===== config.mk =====
export PLATFORM = sky130hd
export DESIGN_NAME = if_stage_flat
export DESIGN_NICKNAME = d
export VERILOG_FILES = /design/src/rtl/if_stage_if.sv /design/src/rtl/if_stage.sv /design/src/flat_wrapper.sv
export SDC_FILE = /design/constraint.sdc
export NUM_CORES = 1
export LEC_CHECK = 0
export ABC_AREA = 1
export CAP_MARGIN = 20
export CORE_ASPECT_RATIO = 1.4
export CORE_MARGIN = 3
export CORE_UTILIZATION = 34
export DETAILED_ROUTE_END_ITERATION = 16
export GPL_TIMING_DRIVEN = 0
export SYNTH_ARGS = -nofsm -noshare
export SYNTH_HDL_FRONTEND = slang
export SYNTH_SLANG_ARGS = --single-unit

===== constraint.sdc =====
create_clock -name i_clk -period 2.05 [get_ports i_clk]
set_clock_uncertainty 0.2 [all_clocks]
set_input_delay 0.205 -clock i_clk [delete_from_list [all_inputs] [get_ports i_clk]]
set_output_delay 0.205 -clock i_clk [all_outputs]
set_load 0.01 [all_outputs]

===== src/rtl/if_stage_if.sv =====
// rtl/if_stage_if.sv - instruction memory req/gnt/rvalid interface
interface if_stage_if #(
  parameter int ADDR_WIDTH  = 32,
  parameter int INSTR_WIDTH = 32
);
  logic                   req;
  logic [ADDR_WIDTH-1:0]  addr;
  logic                   gnt;
  logic                   rvalid;
  logic [INSTR_WIDTH-1:0] rdata;

  // Fetch stage issues requests; the memory grants and responds.
  modport master (output req, addr, input gnt, rvalid, rdata);
  modport slave  (input req, addr, output gnt, rvalid, rdata);
endinterface


===== src/rtl/if_stage.sv =====
// rtl/if_stage.sv - RV32I instruction fetch stage with IF/ID register
module if_stage #(
  parameter int                    INSTR_WIDTH = 32,
  parameter int                    ADDR_WIDTH  = 32,
  parameter logic [ADDR_WIDTH-1:0] RESET_PC    = 32'h0000_0000,
  parameter logic [INSTR_WIDTH-1:0] NOP_INSTR  = 32'h0000_0013
) (
  input  logic                   i_clk,
  input  logic                   i_reset_n,
  input  logic                   i_stall,
  input  logic                   i_redirect,
  input  logic [ADDR_WIDTH-1:0]  i_redirect_pc,
  if_stage_if.master             imem,
  output logic [INSTR_WIDTH-1:0] o_IF_instruction,
  output logic [ADDR_WIDTH-1:0]  o_IF_pc,
  output logic                   o_IF_valid
);

  typedef enum logic [1:0] {
    S_REQ  = 2'd0,
    S_WAIT = 2'd1,
    S_HOLD = 2'd2
  } state_t;

  localparam logic [ADDR_WIDTH-1:0] PC_STEP = ADDR_WIDTH'(4);

  state_t                 state;
  logic [ADDR_WIDTH-1:0]  pc;
  logic                   squash;
  logic [INSTR_WIDTH-1:0] skid_instr;
  logic [ADDR_WIDTH-1:0]  skid_pc;

  logic [ADDR_WIDTH-1:0]  redirect_target;
  logic                   unused_redirect_lsbs;

  // Targets are word aligned; the low two bits of the redirect address carry no meaning.
  assign redirect_target      = {i_redirect_pc[ADDR_WIDTH-1:2], 2'b00};
  assign unused_redirect_lsbs = &{1'b0, i_redirect_pc[1:0]};

  // The request is suppressed while reset is asserted so nothing is issued during the reset cycle.
  assign imem.req  = (state == S_REQ) && i_reset_n;
  assign imem.addr = pc;

  // Fetch FSM, PC, squash flag, skid buffer and IF/ID register.
  always_ff @(posedge i_clk) begin
    if (!i_reset_n) begin
      state            <= S_REQ;
      pc               <= RESET_PC;
      squash           <= 1'b0;
      skid_instr       <= NOP_INSTR;
      skid_pc          <= RESET_PC;
      o_IF_valid       <= 1'b0;
      o_IF_instruction <= NOP_INSTR;
      o_IF_pc          <= RESET_PC;
    end else if (i_redirect) begin
      // Redirect wins over stall: flush IF/ID and the skid, restart at the target.
      pc               <= redirect_target;
      o_IF_valid       <= 1'b0;
      o_IF_instruction <= NOP_INSTR;
      case (state)
        S_REQ: begin
          // A grant in this cycle leaves a stale request in flight; its data must be dropped.
          if (imem.gnt) begin
            state  <= S_WAIT;
            squash <= 1'b1;
          end else begin
            state  <= S_REQ;
          end
        end
        S_WAIT: begin
          if (imem.rvalid) begin
            state  <= S_REQ;
            squash <= 1'b0;
          end else begin
            state  <= S_WAIT;
            squash <= 1'b1;
          end
        end
        default: state <= S_REQ;
      endcase
    end else begin
      // Decode consumed the IF/ID contents; bubble unless something new lands below.
      if (!i_stall) begin
        o_IF_valid       <= 1'b0;
        o_IF_instruction <= NOP_INSTR;
      end
      case (state)
        S_REQ: begin
          if (imem.gnt) state <= S_WAIT;
        end
        S_WAIT: begin
          if (imem.rvalid) begin
            if (squash) begin
              squash <= 1'b0;
              state  <= S_REQ;
            end else if (!i_stall) begin
              o_IF_valid       <= 1'b1;
              o_IF_instruction <= imem.rdata;
              o_IF_pc          <= pc;
              pc               <= pc + PC_STEP;
              state            <= S_REQ;
            end else begin
              skid_instr <= imem.rdata;
              skid_pc    <= pc;
              pc         <= pc + PC_STEP;
              state      <= S_HOLD;
            end
          end
        end
        S_HOLD: begin
          if (!i_stall) begin
            o_IF_valid       <= 1'b1;
            o_IF_instruction <= skid_instr;
            o_IF_pc          <= skid_pc;
            state            <= S_REQ;
          end
        end
        default: state <= S_REQ;
      endcase
    end
  end

endmodule


===== src/flat_wrapper.sv =====
// flat-port wrapper written by rule: the top's interface ports become plain ports
module if_stage_flat 
#(
  parameter int                    INSTR_WIDTH = 32,
  parameter int                    ADDR_WIDTH  = 32,
  parameter logic [ADDR_WIDTH-1:0] RESET_PC    = 32'h0000_0000,
  parameter logic [INSTR_WIDTH-1:0] NOP_INSTR  = 32'h0000_0013
)
  (i_clk, i_reset_n, i_stall, i_redirect, i_redirect_pc, o_IF_instruction, o_IF_pc, o_IF_valid, imem_req, imem_addr, imem_gnt, imem_rvalid, imem_rdata);
  if_stage_if #(.ADDR_WIDTH(ADDR_WIDTH), .INSTR_WIDTH(INSTR_WIDTH)) imem_i ();
  input  logic i_clk;
  input  logic i_reset_n;
  input  logic i_stall;
  input  logic i_redirect;
  input  logic [ADDR_WIDTH-1:0] i_redirect_pc;
  output logic [INSTR_WIDTH-1:0] o_IF_instruction;
  output logic [ADDR_WIDTH-1:0] o_IF_pc;
  output logic o_IF_valid;
  output wire logic [$bits(imem_i.req)-1:0] imem_req;
  output wire logic [$bits(imem_i.addr)-1:0] imem_addr;
  input wire logic [$bits(imem_i.gnt)-1:0] imem_gnt;
  input wire logic [$bits(imem_i.rvalid)-1:0] imem_rvalid;
  input wire logic [$bits(imem_i.rdata)-1:0] imem_rdata;
  assign imem_req = imem_i.req;
  assign imem_addr = imem_i.addr;
  assign imem_i.gnt = imem_gnt;
  assign imem_i.rvalid = imem_rvalid;
  assign imem_i.rdata = imem_rdata;
  if_stage #(.INSTR_WIDTH(INSTR_WIDTH), .ADDR_WIDTH(ADDR_WIDTH), .RESET_PC(RESET_PC), .NOP_INSTR(NOP_INSTR)) u_core (.i_clk(i_clk), .i_reset_n(i_reset_n), .i_stall(i_stall), .i_redirect(i_redirect), .i_redirect_pc(i_redirect_pc), .imem(imem_i), .o_IF_instruction(o_IF_instruction), .o_IF_pc(o_IF_pc), .o_IF_valid(o_IF_valid));
endmodule

==> reports/qor.txt <==
status -> finished clean
Setup Viol. Count Final -> 0
per-cell routed wire length -> 17.4 um
# rows -> 62
Syn Area/Cell -> 6.80 sq um
drt first pass iters -> 5
Num Clock Sinks -> 158
cells on worst reg2reg path -> 10
Die Span Y -> 178 um
Worst-Margin Slew -> 0.624 ns
Ys Warns -> 0
CP max-delay cell -> clkdlybuf4s50_1
gr usage total -> 22.7%
number of synthesized flops with an enable pin -> 0
pins over their slew limit -> 0
clock power share -> 41.7%
Ant. Diodes -> 0
hold_buf cts -> 0
Synth Area in Compound Gates -> 21.5%
largest family of logic cells by synthesized area -> simple AND/OR/NAND/NOR gates
First DRT Iteration DRCs -> 566
footprint of the multi-input gates -> 3470 sq um
Post-synth top cells -> 292 x nand2_1, 158 x dfxtp_1, 130 x o21ai_0, 114 x a21oi_1, 90 x inv_1
I/O pin count -> 168
Final Hold Fails -> 0
first-pass GRT wire length -> 40500 um
CP endpoint kind -> output pin
M1 WL -> 11000 um
CP bufs+invs -> 1
antenna violations before repair -> 0
Non-Filler Instances -> 1517
Clock Path Buffers -> 2
CP required -> 1.64 ns
power density over cell area -> 764 nW/um^2
CP top delay family -> buffers and inverters
share of layout cells above drive strength 1 -> 9.60%
Hold Path Sink -> u_core.imem.addr[2]$_SDFFE_PN0P_
worst min path class -> primary input to flip-flop
die width -> 129 um
Post-synth ARST share -> 0%
Core Box Area -> 20700 sq um
post-route ant nets -> 0
Switching Share -> 30.1%
DRC Markers -> 0
Syn Std Cell Area -> 7210 sq um
Clock Latency Late Sink -> 0.44 ns
hold wc startpoint -> i_redirect
DP Area -> 9140 sq um
via count of the first global-routing pass -> 7436
Max Freq -> 500 MHz
clock-pin slew on the worst setup and hold paths -> 0.07 ns
max-cap violations -> 0
maximum VDD drop -> 0.581 mV
crit path time final -> 2.00 ns
Initial Utilization -> 34.8%
IO buf count -> 160
largest net degree at the start of global routing -> 20
full die area -> 23000 sq um
register area share after synthesis -> 43.9%
sequential cell area -> 3170 sq um
CTS tree -> done
RSZ-0062 raised after global routing -> yes
share of the synthesized area in the top cell type -> 43.9%
Max transition margin -> 58.4%
nets -> 1322
Post-Synth XOR/XNOR Area -> 0%
Synth Flop Type -> dfxtp_1
adder-cell share of the synthesized area -> 0.694%
total CTS buffers -> 17
multiplexer share of the synthesized area -> 0%
Comb pwr share -> 14.4%
total grt overflow -> 0
most frequent cell after synthesis -> nand2_1
Reg power frac -> 43.9%
slowest cell delay on critical path -> 0.62 ns
r2r setup slk -> 0.05 ns
Root Buffer -> clkbuf_16
Reg-to-Reg End -> u_core.o_IF_pc[30]$_SDFFE_PN0P_
Mapped Cells -> 1060
R2R Path Start -> u_core.state[0]$_SDFFE_PN0P_
Tcrit/Tclk final -> 97.5%
critical-path cell list -> clkdlybuf4s50_1
Worst Path Arrival -> 1.59 ns
final WL -> 26400 um
via count -> 7769
met3 WL post-DR -> 1600 um
leakage -> 3.57 nW
final setup TNS -> 0 ns
Int Power -> 5.32 mW
post-DR vias/cell -> 5.12
Netlist cell types -> 27
H-Tree Depth -> 4
routability cong. -> 0.936
Synth area leaders -> dfxtp_1 44%, nand2_1 15%, o21ai_0 9.0%, a21oi_1 7.9%, inv_1 4.7%
Worst Hold Path Cells -> 3
DP Wirelength -> 19600 um
design area -> 9960 sq um
met2 WL post-DR -> 13100 um
critical path class -> flip-flop to output pin
#FFs+latches synth -> 158
CP Launch Type -> flip-flop
Yosys top cell by area -> dfxtp_1
highest routed layer -> met4
Area growth, synth to finish -> 38.2%
Placed Cells -> 1479
Post-Synth Simple-Gate Area -> 24.6%
CP Max Fanout -> 7
fillers -> 2111
Switching Power -> 2.29 mW
-- sequential cells by signal (all words and copies together), names as in the netlist --
| name | count |
|---|---|
| u_core.skid_instr | 32 |
| u_core.o_IF_instruction | 32 |
| u_core.squash | 1 |
| u_core.o_IF_valid | 1 |
| u_core.o_IF_pc | 30 |
| u_core.skid_pc | 30 |
| u_core.imem.addr | 30 |
| u_core.state | 2 |
-- cell type report --
type | instances | area share [%]
plain buffers | 69 | 4.01
clock buffers | 17 | 4.27
clock inverters | 15 | 1.65
inverters | 92 | 3.58
multi-input cells | 743 | 34.8
flip-flops and latches | 158 | 31.9
well taps | 256 | 3.22
repair buffers | 167 | 16.6
-- metal layers --
layer  global-route usage [%]  vias to the layer above
met2                     39.2                      273
met1                     27.9                     3585
met4                     8.58                        0
met3                     4.10                       50
li1                         -                     3861
met5                        0                        -
-- how the worst max path moves through the flow --
stage	endpoint	slack, ns	start	depth (start not counted)
2_1_floorplan	u_core.imem.addr[26]$_SDFFE_PN0P_	0.22	u_core.imem.addr[3]$_SDFFE_PN0P_	10
3_3_place_gp	imem_req	-0.90	i_reset_n	6
3_5_place_dp	imem_req	-0.93	i_reset_n	6
4_1_cts	u_core.o_IF_pc[2]$_SDFFE_PN0P_	0.01	u_core.state[0]$_SDFFE_PN0P_	10
5_1_grt	u_core.skid_instr[7]$_SDFFE_PN0P_	-0.01	u_core.state[1]$_SDFFE_PN0P_	10
6_report	imem_addr[20]	0.05	u_core.imem.addr[20]$_SDFFE_PN0P_	1
-- kinds of logic after synthesis --
logic type | Yosys count
other | 1
adder cells (fa/ha/maj) | 4
AND/OR/NAND/NOR | 441
buffers and inverters | 162
flip-flops | 158
AO/OA/AOI/OAI | 294
-- through the flow --
stage / util, % / power, mW / worst slack, ns / hold WS (ns)
finish: 48.1 / 7.61 / 0.0512 / 0.0344
CTS: 47.6 / 7.61 / 0.0105 / 0.00365
detailed placement: 44.1 / 4.44 / -0.927 / 0.241
global placement: 44.1 / 4.44 / -0.905 / 0.234
global route: 48.1 / 7.88 / -0.0130 / 0.0533
floorplan: - / 3.88 / 0.218 / 0.131
-- power by group through the flow --
stage,Combinational (mW),Sequential [mW],Clock [mW]
6_report,1.09,3.34,3.17
5_1_grt,1.20,3.35,3.33
4_1_cts,1.07,3.34,3.21
3_5_place_dp,1.04,3.40,0
3_3_place_gp,1.04,3.40,0
2_1_floorplan,0.495,3.39,0
-- cell usage in the layout, fill, tap and decap left out, types with 8 or more instances in the layout --
cell             netlist  final
a31oi_1               35     34
nand3_1               51     51
clkdlybuf4s50_1        0    158
buf_4                  6     18
nor2_1                79     71
clkbuf_1              31     20
o21ai_1                1     11
nand4_1                9      9
buf_2                 29     19
a21oi_1              114    114
inv_1                 90     87
clkbuf_16              0     17
dfxtp_2                0      9
o211ai_1               8      8
o21ai_0              130    119
dfxtp_1              158    149
nand2_1              292    290
-- what timing repair did --
| action | 4_1_cts | 5_1_grt |
|---|---|---|
| resized for setup | 46 | 44 |
| pin swaps | 1 | 3 |
| setup buffers | 4 | 3 |
| setup endpoints to repair | 143 | 145 |
(Power assumes the default switching activity.)
